$ cat config.mk
export PLATFORM = sky130hd
export DESIGN_NAME = lz77_stream_decoder
export DESIGN_NICKNAME = d
export VERILOG_FILES = /design/src/rtl/lz77_pkg.sv /design/src/rtl/lz77_search_buffer.sv /design/src/rtl/lz77_stream_decoder.sv
export SDC_FILE = /design/constraint.sdc
export NUM_CORES = 1
export LEC_CHECK = 0
export BUFFER_PORTS_ARGS = -buffer_cell sky130_fd_sc_hd__buf_2
export CAP_MARGIN = 20
export CORE_ASPECT_RATIO = 0.7
export CORE_MARGIN = 4
export CORE_UTILIZATION = 59
export DETAILED_ROUTE_END_ITERATION = 8
export PLACE_DENSITY = 0.84
export SLEW_MARGIN = 20
export SYNTH_ARGS = -nofsm -noshare
export SYNTH_HDL_FRONTEND = slang
export SYNTH_SLANG_ARGS = --single-unit
export TNS_END_PERCENT = 100
$ cat constraint.sdc
create_clock -name clk -period 3.3 [get_ports clk]
set_input_delay 0.495 -clock clk [delete_from_list [all_inputs] [get_ports clk]]
set_output_delay 0.495 -clock clk [all_outputs]
set_load 0.02 [all_outputs]
$ cat src/rtl/lz77_pkg.sv
// lz77_pkg: shared states, default widths and token type for the LZ77 decoder
package lz77_pkg;
  localparam int DATA_W_DEF = 8;
  localparam int SB_DEPTH_DEF = 9;
  localparam int POS_W_DEF = 4;
  localparam int LEN_W_DEF = 3;
  localparam logic [DATA_W_DEF-1:0] END_CHAR_DEF = 8'h24;
  typedef enum logic [1:0] {IDLE, COPY, LIT, DONE} state_t;
  typedef struct packed {
    logic [POS_W_DEF-1:0] pos;
    logic [LEN_W_DEF-1:0] len;
    logic [DATA_W_DEF-1:0] chr;
  } token_t;
endpackage

$ cat src/rtl/lz77_search_buffer.sv
// lz77_search_buffer: clearable shift-register history with guarded indexed read
module lz77_search_buffer import lz77_pkg::*; #(
  parameter int DATA_W = DATA_W_DEF,
  parameter int SB_DEPTH = SB_DEPTH_DEF,
  parameter int POS_W = POS_W_DEF
) (
  input  logic              clk,
  input  logic              reset,
  input  logic              shift_en,
  input  logic [DATA_W-1:0] din,
  input  logic [POS_W-1:0]  rd_idx,
  output logic [DATA_W-1:0] rd_data
);
  localparam logic [POS_W:0] DEPTH_C = SB_DEPTH[POS_W:0];
  logic [DATA_W-1:0] buf_q [SB_DEPTH];
  always_ff @(posedge clk) begin
    if (reset) begin
      for (int i = 0; i < SB_DEPTH; i++) buf_q[i] <= '0;
    end else if (shift_en) begin
      buf_q[0] <= din;
      for (int i = 1; i < SB_DEPTH; i++) buf_q[i] <= buf_q[i-1];
    end
  end
  assign rd_data = ({1'b0, rd_idx} < DEPTH_C) ? buf_q[rd_idx] : '0;
endmodule

$ cat src/rtl/lz77_stream_decoder.sv
// lz77_stream_decoder: expands (pos, len, char) tokens into a backpressured symbol stream
module lz77_stream_decoder import lz77_pkg::*; #(
  parameter int DATA_W = DATA_W_DEF,
  parameter int SB_DEPTH = SB_DEPTH_DEF,
  parameter int POS_W = POS_W_DEF,
  parameter int LEN_W = LEN_W_DEF,
  parameter logic [DATA_W-1:0] END_CHAR = END_CHAR_DEF
) (
  input  logic              clk,
  input  logic              reset,
  input  logic              tok_valid,
  output logic              tok_ready,
  input  logic [POS_W-1:0]  code_pos,
  input  logic [LEN_W-1:0]  code_len,
  input  logic [DATA_W-1:0] chardata,
  output logic              out_valid,
  input  logic              out_ready,
  output logic [DATA_W-1:0] char_nxt,
  output logic              finish,
  output logic              pos_err
);
  localparam logic [POS_W:0] DEPTH_C = SB_DEPTH[POS_W:0];
  state_t state_q, state_d;
  logic [POS_W-1:0] pos_q, pos_d;
  logic [LEN_W-1:0] len_q, len_d, cnt_q, cnt_d;
  logic [DATA_W-1:0] chr_q, chr_d, char_nxt_q, char_nxt_d, rd_data, sym;
  logic tok_ready_q, tok_ready_d, out_valid_q, out_valid_d;
  logic finish_q, finish_d, pos_err_q, pos_err_d;
  logic slot, accept, emit, last_copy, is_end;
  lz77_search_buffer #(.DATA_W(DATA_W), .SB_DEPTH(SB_DEPTH), .POS_W(POS_W)) u_sb (
    .clk(clk), .reset(reset), .shift_en(emit), .din(sym), .rd_idx(pos_q), .rd_data(rd_data)
  );
  always_comb begin
    slot = !out_valid_q || out_ready;
    accept = tok_ready_q && tok_valid;
    emit = slot && (state_q == COPY || state_q == LIT);
    sym = (state_q == COPY) ? rd_data : chr_q;
    last_copy = cnt_q == len_q - LEN_W'(1);
    is_end = chr_q == END_CHAR;
    state_d = state_q;
    case (state_q)
      IDLE: state_d = accept ? ((code_len != '0) ? COPY : LIT) : IDLE;
      COPY: state_d = (slot && last_copy) ? LIT : COPY;
      LIT:  state_d = slot ? (is_end ? DONE : IDLE) : LIT;
      default: state_d = DONE;
    endcase
    pos_d = accept ? code_pos : pos_q;
    len_d = accept ? code_len : len_q;
    chr_d = accept ? chardata : chr_q;
    cnt_d = accept ? '0 : (state_q == COPY && slot) ? cnt_q + LEN_W'(1) : cnt_q;
    char_nxt_d = emit ? sym : char_nxt_q;
    out_valid_d = emit || (out_valid_q && !out_ready);
    tok_ready_d = state_d == IDLE;
    finish_d = finish_q || (state_q == LIT && slot && is_end);
    pos_err_d = pos_err_q || (accept && {1'b0, code_pos} >= DEPTH_C);
  end
  always_ff @(posedge clk) begin
    if (reset) begin
      state_q <= IDLE;
      pos_q <= '0;
      len_q <= '0;
      chr_q <= '0;
      cnt_q <= '0;
      char_nxt_q <= '0;
      out_valid_q <= 1'b0;
      tok_ready_q <= 1'b0;
      finish_q <= 1'b0;
      pos_err_q <= 1'b0;
    end else begin
      state_q <= state_d;
      pos_q <= pos_d;
      len_q <= len_d;
      chr_q <= chr_d;
      cnt_q <= cnt_d;
      char_nxt_q <= char_nxt_d;
      out_valid_q <= out_valid_d;
      tok_ready_q <= tok_ready_d;
      finish_q <= finish_d;
      pos_err_q <= pos_err_d;
    end
  end
  assign tok_ready = tok_ready_q;
  assign out_valid = out_valid_q;
  assign char_nxt = char_nxt_q;
  assign finish = finish_q;
  assign pos_err = pos_err_q;
endmodule

# Word-level counts from Yosys, hierarchy flattened
# Memory sizes are Yosys's and may differ from the RTL's. A register that Yosys moved wholly into a read port is not among the register bits.
# Index checks and enable logic that the tools add are counted.
# Widths: inputs -> output; s select.
# word_totals
regBits	32
mem_bits_rw	72
output_inout_bits	12
n_memories	1
# mem_list
name	depth	width	read_ports	rd_clocked_by_memory_dff	write_ports	line	source
u_sb.buf_q	9	8	9	1	9	lz77_search_buffer.sv:15	logic [DATA_W-1:0] buf_q [SB_DEPTH];
# op_classes
add_sub_neg	2
magnitude_cmp	2
n_eq_ne	4
muxes	24
n_bitwise	9
n_reduce_logical	19
# op_table
operator	n
$mux 8	11
$mux 2	5
$or 1x1->1	9
$eq 8x6->1 const B	1
$logic_and 1x1->1	8
$mux 4	2
$pmux 2 s3	1
$logic_or 1x1->1	5
$mux 1	5
$ge 4x4->1 const B	1
$logic_not 2->1	2
$lt 4x4->1 const B	1
$add 3x1->3 const B	1
$eq 3x3->1	1
$reduce_bool 3->1	1
$sub 3x1->3 const B	1
$eq 2x1->1 const B	1
$eq 2x2->1 const B	1
$logic_not 1->1	2
$reduce_or 2->1	1

# Depth between registers and ports, before layout
# depth
ltp_word	7
mapped_depth	7
mapped_depth_nobuf	6

# Cells and area by module
# From an unflattened synthesis, not the netlist that was laid out.
# unflattened
hier_cells	380
area_unflattened_um2	4754.6
# modules_own_cells
module	instances	cells_per_inst	area_per_inst_um2	seq_area_each_um2
lz77_search_buffer	1	220	3324.4	2162.1
lz77_stream_decoder	1	160	1430.1	640.6

# Worst setup path after synthesis
# OpenSTA, ideal clock, no wires.
# synth_path
path_kind	input to register
start	input port out_ready
end	memory u_sb.buf_q[0][0] (netlist name) (enable)
setup_ns	0.426
t_arrival_ns	2.300
t_required_ns	2.874
slack_ns	0.574
stages	3
path_cell_list	nand2b_1 -> a21oi_1 -> inv_1
# synth_rtl
item	line	source
start: declaration	lz77_stream_decoder.sv:17	input logic out_ready,
end: declaration	lz77_search_buffer.sv:15	

==> impl_metrics.py <==
metrics = {
    "synth": {
        "ys_seq_elements": 108,
        "yosysMostFrequentCell": "edfxtp_1",
        "synth-edff-count": 72,
        "syn_area_per_cell_um2": 11.74,
        "netlist_area_um2": 4850,
        "async_flop_share_pct": 0,
        "syn_nets": 438,
        "ys_top_cells_by_area": "edfxtp_1 (45%), dfxtp_1 (15%), and2_1 (8.4%)",
        "synth_cell_types": 38,
        "synthTopCellsByCount": "edfxtp_1 (72), and2_1 (65), nand2_1 (43)",
        "ys_warn_count": 0,
        "synthFlopType": "edfxtp_1",
        "post-synth-top-area-fraction_pct": 44.58,
        "synth_cells": 413,
        "yosys.area.top_type": "edfxtp_1",
        "seq_area_frac_synth_pct": 59.44,
    },
    "place": {
        "placedCellCount": 529,
        "place_congestion": 0.8041,
        "hpwl_um": 6346,
        "portBuffers": 30,
    },
    "floorplanning": {
        "rows": 27,
        "core_um2": 7939,
        "start_util_pct": 61.09,
        "die_h_um": 83.86,
        "die_w_um": 116.4,
        "dieArea_um2": 9757,
        "pin_count": 31,
    },
    "setup_path": {
        "crit_chain": "inv_1, ha_1, inv_1, nor3_4, o21ai_0, nor2_1",
        "startpoint_type": "flip-flop",
        "cp_max_fo": 30,
        "cp_top_family": "simple AND/OR/NAND/NOR gates",
        "worstSetupPathType": "flip-flop to flip-flop",
        "worst-path-buf-inv": 2,
        "end_kind": "flip-flop",
        "cpMaxStageDelayCell": "nor3_4",
        "arrival_ns": 2.53,
        "cp_data_required_time_ns": 3.49,
        "critPathMostFrequentCell": "inv_1",
        "slowest_delay_ns": 0.77,
    },
    "global_route": {
        "grt-ovfl-total": 0,
        "grt_max_degree": 60,
        "grt_first_pass_wirelength_um": 15150,
        "antenna_found_initial": 0,
        "grt_pass1_vias": 3001,
        "grt_use_total_pct": 20.26,
    },
    "cts": {
        "htree_levels": 3,
        "cts_root_buf": "clkbuf_16",
        "cts_tree": "built",
        "cts_resized": 0,
        "hold_buffers": 0,
        "numCtsBuffers": 9,
        "clk_pin_slew_ns": 0.07,
        "cts_post_setup_buffers_inserted": 0,
        "insertion_delay_ns": 0.34,
        "cts_buffer_depth": 2,
        "clock-sinks": 108,
    },
    "hold_path": {
        "hold_path_class": "primary input to flip-flop",
    },
    "layout": {
        "layout-drive-gt1-share_pct": 14.86,
        "fin_cells": 545,
        "area_delta_synth_final_pct": 11.12,
        "diodes": 0,
        "final_nets": 464,
    },
    "routing": {
        "wl_um": 9394,
        "num_vias": 3104,
        "drt_iter0_drc": 242,
        "firstDrtPassIters": 4,
        "drt.antenna.violating_nets": 0,
        "drt-vias-per-instance": 5.695,
        "wl_per_cell_um": 17.24,
        "drc": 0,
    },
    "run": {
        "drv_cap": 0,
    },
    "timing": {
        "tns_ns": 0,
        "max_slew_margin_pct": 38.32,
        "hold_viol": 0,
        "setup_viol": 0,
        "min_period_ns": 2.335,
        "fmax_mhz": 428.2,
        "worstMarginPinSlew_ns": 0.9223,
        "rsz0062_at_grt": "no",
        "drv_slew": 0,
        "finClkSkew_ns": 0.004440,
        "fin_crit_sh_pct": 70.77,
    },
    "power_and_ir_drop": {
        "power_density_nw_per_um2": 556.7,
        "sequentialPowerShare_pct": 53.2,
        "switching_share_pct": 22.79,
        "peakVddDrop_mv": 0.4336,
        "power_frac_comb_pct": 8.9,
        "p_leak_uw": 0.002062,
        "p_sw_uw": 683.8,
        "intPower_uw": 2316,
        "clkPwrFrac_pct": 37.9,
    },
    "outcome": {
        "status": "finished clean",
    },
}
-- kinds of logic (layout without fill, tap and decap cells) --
logic type | after synthesis | count (layout) | synth area share [%]
AOI/OAI and AO/OA | 58 | 58 | 7.611
xor gates and xnor gates | 5 | 5 | 1.187
muxes | 32 | 32 | 6.863
buffers and inverters | 30 | 61 | 3.096
adders and majority gates | 6 | 6 | 1.548
DFF | 108 | 108 | 59.44
and+or+nand+nor | 174 | 174 | 20.25
-- metal layers --
| layer | wire length, µm | global-route usage (%) | vias up |
|---|---|---|---|
| met2 | 4288 | 29.70 | 93 |
| met1 | 4290 | 28.73 | 1496 |
| met4 | 91 | 5.690 | 0 |
| met3 | 723 | 6.812 | 9 |
| met5 | 0 | 0 | - |
| li1 | - | - | 1506 |
-- through the flow --
| stage | cell area, µm² | hold WS (ns) | setup slack (ns) | total power (µW) | util (%) |
|---|---|---|---|---|---|
| 6_report | 5389 | 0.3833 | 0.9647 | 3000 | 67.88 |
| 2_1_floorplan | 4850 | 0.4363 | 0.5743 | 1808 | - |
| 4_1_cts | 5389 | 0.3732 | 0.9696 | 3022 | 67.88 |
| 3_3_place_gp | 5072 | 0.4373 | 1.120 | 1878 | 63.89 |
| 3_5_place_dp | 5072 | 0.4514 | 0.9767 | 1891 | 63.89 |
| 5_1_grt | 5389 | 0.3749 | 0.7970 | 3117 | 67.88 |
-- cell type report --
type	instances	area (µm²)
clock buffer	11	232.7
fill	563	2550
timing repair buffer	37	215.2
multi-input combinational	275	1817
tap	101	126.4
clock inverter	5	83.83
inverter	8	30.03
sequential	108	2884
-- placed cells by master, fill, tap and decap left out, drive strengths merged, types with 11 or more instances in the layout --
master	netlist	final
nor2	32	32
buf	13	37
nand2	43	43
edfxtp	72	72
mux2i	31	31
clkbuf	9	11
o21ai	17	17
dfxtp	36	36
a21oi	19	19
and2	65	65
-- registers in the layout, indices dropped and copies added (netlist names), named ones only --
name	cells
tok_ready	1
finish	1
pos_err	1
chr_q	8
u_sb.buf_q	72
out_valid	1
char_nxt	8
len_q	3
cnt_q	3
pos_q	4
state_q	2
-- power groups by stage --
stage                     registers, µW  logic [µW]  clock network [µW]
final                              1600         267                1140
after CTS                          1600         268                1160
after floorplan                    1610         199                   0
after detailed placement           1620         266                   0
after global routing               1610         295                1220
after global placement             1620         258                   0
-- path summary, 6_finish.rpt --
kind,start,endpoint,slack [ns],cells after the start
worst max register to register,state_q[0]$_SDFF_PP0_,u_sb.buf_q[0][7]$_SDFFCE_PN0P_,0.96,6
worst min register to register,len_q[1]$_SDFFE_PP0N_,len_q[1]$_SDFFE_PP0N_,0.47,2
worst max-delay path,state_q[0]$_SDFF_PP0_,u_sb.buf_q[0][7]$_SDFFCE_PN0P_,0.96,6
worst min-delay path,chardata[3],chr_q[3]$_SDFFE_PP0N_,0.38,3
-- tightest hold or removal path, stage by stage --
cell and delay [ns]:
buf_2 0.09, nand2_1 0.04, a21oi_1 0.05
(Power assumes the default switching activity.)
